**src/rtl/mem_arbiter.sv**
```systemverilog
// Single-port RAM arbiter: data requests take priority over instruction fetches,
// with a bounded wait so a stalled or faulting RAM can never deadlock a requester.
module mem_arbiter #(
  parameter int TIMEOUT = 15
) (
  input  logic        CLK,
  input  logic        nRST,
  input  logic        iREN,
  input  logic [31:0] iaddr,
  output logic [31:0] iload,
  output logic        ihit,
  input  logic        dREN,
  input  logic        dWEN,
  input  logic [31:0] daddr,
  input  logic [31:0] dstore,
  output logic [31:0] dload,
  output logic        dhit,
  output logic        ramREN,
  output logic        ramWEN,
  output logic [31:0] ramaddr,
  output logic [31:0] ramstore,
  input  logic [31:0] ramload,
  input  logic [1:0]  ramstate,
  output logic        mem_err
);

  // RAM status encoding: FREE=00, BUSY=01, ACCESS=10, ERROR=11
  localparam logic [1:0] RAM_ACCESS = 2'b10;
  localparam logic [1:0] RAM_ERROR  = 2'b11;

  typedef enum logic [1:0] {IDLE, DSERV, ISERV, RESP} state_t;

  state_t      state;
  logic [3:0]  wait_cnt;
  logic        req_wr;
  logic [4:0]  wait_next;
  logic        access;
  logic        abort;

  // An aborted read returns zero rather than whatever the RAM bus holds.
  function automatic logic [31:0] fill_load(input logic ok, input logic [31:0] word);
    return ok ? word : 32'h0;
  endfunction

  assign access    = (ramstate == RAM_ACCESS);
  assign wait_next = {1'b0, wait_cnt} + 5'd1;
  // ACCESS wins over a coincident timeout, so abort is only checked without it.
  assign abort     = !access && ((ramstate == RAM_ERROR) || (wait_next == 5'(TIMEOUT)));

  always_ff @(posedge CLK or negedge nRST) begin
    if (!nRST) begin
      state    <= IDLE;
      wait_cnt <= 4'd0;
      req_wr   <= 1'b0;
      iload    <= 32'h0;
      dload    <= 32'h0;
      ihit     <= 1'b0;
      dhit     <= 1'b0;
      ramREN   <= 1'b0;
      ramWEN   <= 1'b0;
      ramaddr  <= 32'h0;
      ramstore <= 32'h0;
      mem_err  <= 1'b0;
    end else begin
      case (state)
        IDLE: begin
          if (dREN || dWEN) begin
            state    <= DSERV;
            req_wr   <= dWEN;
            ramaddr  <= daddr;
            ramstore <= dstore;
            ramWEN   <= dWEN;
            ramREN   <= !dWEN;
            wait_cnt <= 4'd0;
          end else if (iREN) begin
            state    <= ISERV;
            req_wr   <= 1'b0;
            ramaddr  <= iaddr;
            ramREN   <= 1'b1;
            ramWEN   <= 1'b0;
            wait_cnt <= 4'd0;
          end
        end
        DSERV, ISERV: begin
          if (!access) wait_cnt <= wait_next[3:0];
          if (access || abort) begin
            state  <= RESP;
            ramREN <= 1'b0;
            ramWEN <= 1'b0;
            if (state == ISERV) begin
              iload <= fill_load(access, ramload);
              ihit  <= 1'b1;
            end else begin
              dhit <= 1'b1;
              if (!req_wr) dload <= fill_load(access, ramload);
            end
            if (abort) mem_err <= 1'b1;
          end
        end
        RESP: begin
          ihit  <= 1'b0;
          dhit  <= 1'b0;
          state <= IDLE;
        end
        default: state <= IDLE;
      endcase
    end
  end

endmodule

```
**config.mk**
```make
export PLATFORM = sky130hd
export DESIGN_NAME = mem_arbiter
export DESIGN_NICKNAME = d
export VERILOG_FILES = /design/src/rtl/mem_arbiter.sv
export SDC_FILE = /design/constraint.sdc
export NUM_CORES = 1
export LEC_CHECK = 0
export ABC_AREA = 1
export CORE_ASPECT_RATIO = 0.9
export CORE_MARGIN = 2
export CORE_UTILIZATION = 46
export CTS_CLUSTER_SIZE = 10
export DETAILED_ROUTE_END_ITERATION = 8
export PLACE_DENSITY = 0.87
export RECOVER_POWER = 50
export SYNTH_ARGS = -nofsm -noshare
export SYNTH_HDL_FRONTEND = slang
export SYNTH_SLANG_ARGS = --single-unit
```
**constraint.sdc**
```tcl
create_clock -name CLK -period 4.5 [get_ports CLK]
set_input_delay 0.45 -clock CLK [delete_from_list [all_inputs] [get_ports CLK]]
set_output_delay 0.45 -clock CLK [all_outputs]
set_load 0.01 [all_outputs]
```
==> impl_metrics.yaml <==
outcome:
  status: "finished, violations left"
  failed_checks: "capacitance limit, slew limit"
route:
  finalWirelength_um: 18680
  initialDrtViolationCount: 348
  route.detailed.drc: 0
  wl_per_cell_um: 16.68
  vias_per_cell: 5.200
  ant_nets: 0
  num_vias: 5824
  firstDrtPassIters: 5
pwr:
  pwr_density_cell_mw_per_mm2: 695.3
  peakVddDrop_mv: 0.5195
  p_leak_nw: 4.555
  power.total_mw: 6.656
yosys:
  synthTopCellsByArea: "dfrtp_1 (55%), nand2_1 (12%), nand4_1 (6.4%), mux2_2 (5.7%), nor2_1 (4.0%)"
  yosysWarningCount: 0
  yosys.cell_types.count: 27
  synth.avg_cell_area_um2: 9.197
  ys_ff_latch: 140
  synth_area_leader_cell: "dfrtp_1"
  synthesis.nets: 833
  synth_top_area_frac: 0.5497
  syn_inst: 693
  syn_area_mm2: 0.006374
  yosysSeqAreaShare: 0.5497
grt:
  track_usage: 0.2551
  grt_pass1_wl_um: 29350
  antenna_found_initial: 0
  gr-total-overflow: 0
  grt_max_degree: 65
  grt_pass1_vias: 5748
cts:
  clockBufferDepth: 2
  ctsRootBufferMaster: "clkbuf_16"
  clk_pin_slew_ps: 60
  htree_levels: 4
  cts_resized: 0
  worstSkewPairLatency_ps: 420
  cts.sinks: 140
  cts-buffers-inserted: 17
  holdBufCountCts: 0
  cts_tree: "yes"
  post_cts_buffers: 0
setup_path:
  cp.required_ps: 4790
  end_kind: "register"
  path_class: "reg2reg"
  rr_worst_depth: 5
  cp.arrival_ps: 3300
  cpMostUsedCell: "nand2_1"
  rr_startpoint: "state[1]$_DFFE_PN0P_"
  start_kind: "register"
  worstSetupEndpoint: "iload[22]$_DFFE_PN0P_"
  cp-startpoint: "state[1]$_DFFE_PN0P_"
  cp_slowest_cell: "ha_1"
  r2r_slack_ps: 1500
  crit_chain: "inv_1, ha_1, nand3_4, nand2_1, nand2_1"
  cp_max_fo: 44
  max_stage_delay_ps: 1360
  rr_endpoint: "iload[22]$_DFFE_PN0P_"
die:
  start_util: 0.4734
  io_pins: 268
  die-area_mm2: 0.01481
  core_area_mm2: 0.01346
  die_w_um: 128.1
  die_y_um: 115.7
  rows: 40
place:
  pre_cts_slack_ps: 1686
  post_dp_cell_area_mm2: 0.009020
  hpwl_um: 12890
  gp_congestion: 0.8331
  placed_cells: 1088
  io_buffers: 267
sta:
  rsz0062_at_grt: "no"
  relSlewSlack: -1.081
  setup_viol: 0
  slew_violations: 105
  worstMarginPinSlew_ps: 3121
  fin_worst_skew_ps: 7.207
  fin_crit_sh: 0.6673
  final.setup.tns_ps: 0
  final_hold_viol_count: 0
  worst_slack_ps: 1497
  post-route-min-period_ps: 3003
  fmax_mhz: 333.0
finish:
  drive_gt1_frac: 0.1092
  final_cell_mix: "nand2_1 (208), clkdlybuf4s50_1 (202), dfrtp_1 (140)"
  antennaDiodeCount: 0
  layout.nets: 1079
  area_growth_pct: 50.18
  final_common_cell: "nand2_1"
  design_area_mm2: 0.009572
  fin_cells: 1120
hold_path:
  min_path_type: "reg2reg"
flow_run:
  cap_violations: 2
## worst max-delay path, delay by kind of cell, from the launching register on
kind	cells	cell delay, ps
adders and majority gates	1	1360
buffers and inverters	1	60
DFF	1	390
and+or+nand+nor	3	1040
## cell families after synthesis
family	Yosys count	synth area share
AO/OA/AOI/OAI	42	0.03985
adder cells (fa/ha/maj)	5	0.009815
buffers and inverters	95	0.07381
flip-flops	140	0.5497
multiplexers	32	0.05654
AND/OR/NAND/NOR	379	0.2703
## worst min path at each step
stage          slack, ps             startpoint                      end  depth (start not counted)
2_1_floorplan        150                   nRST         dhit$_DFFE_PN0P_                          0
3_3_place_gp         450                   nRST    dload[10]$_DFFE_PN0P_                          1
3_5_place_dp         460                   nRST     iload[8]$_DFFE_PN0P_                          1
4_1_cts               10                   nRST  ramstore[6]$_DFFE_PN0P_                          1
5_1_grt              480  dload[21]$_DFFE_PN0P_    dload[21]$_DFFE_PN0P_                          2
6_report             460       dhit$_DFFE_PN0P_         dhit$_DFFE_PN0P_                          2
## where the power goes
group          total [mW]  switching [mW]  internal (mW)
registers            2.21           0.346           1.87
logic                3.11            1.63           1.49
clock network        1.33           0.531          0.799
## metal layers
metal  part of all wire  vias up  GRT usage
met2               0.49      267     0.4253
met1               0.39     2755     0.3076
met5                  0        -          0
li1                   -     2760          -
met4              0.028        0     0.1143
met3              0.086       42    0.07895
## area by class of cell
cell class | count | area [um2]
Tap cell | 168 | 210.2
Multi-Input combinational cell | 458 | 2397
Sequential cell | 140 | 3503
Timing Repair Buffer | 273 | 2711
Fill cell | 994 | 3891
Clock buffer | 21 | 470.5
Inverter | 49 | 185.2
Clock inverter | 11 | 93.84
## sequential cells by signal (all words and copies together) (netlist names)
signal	cells
dhit	1
dload	32
ihit	1
iload	32
mem_err	1
ramREN	1
ramWEN	1
ramaddr	32
ramstore	32
req_wr	1
state	2
wait_cnt	4
## Yosys cell counts
master / count
buf_4: 5
buf_2: 21
inv_2: 4
dfrtp_1: 140
or2_1: 1
o21ai_2: 1
nor2_1: 68
nand3_1: 8
nand4_1: 65
clkbuf_1: 11
mux2_2: 32
nand2_1: 207
a21oi_1: 2
ha_1: 5
clkinv_2: 1
nand2_4: 1
inv_1: 44
nand2_8: 1
nand3_2: 1
o21ai_0: 5
nor2_2: 1
nand2_2: 23
nand3_4: 2
o21ai_1: 2
a31oi_1: 32
buf_6: 9
nor2_4: 1
## per-stage QoR
| stage | utilization | hold WS [ps] |
|---|---|---|
| after floorplan | - | 154.4 |
| after global placement | 0.6700 | 448.2 |
| after detailed placement | 0.6700 | 456.7 |
| after CTS | 0.7119 | 9.705 |
| after global routing | 0.7110 | 480.4 |
| final | 0.7110 | 462.5 |
Note: power is estimated with default switching activity, not from simulation.
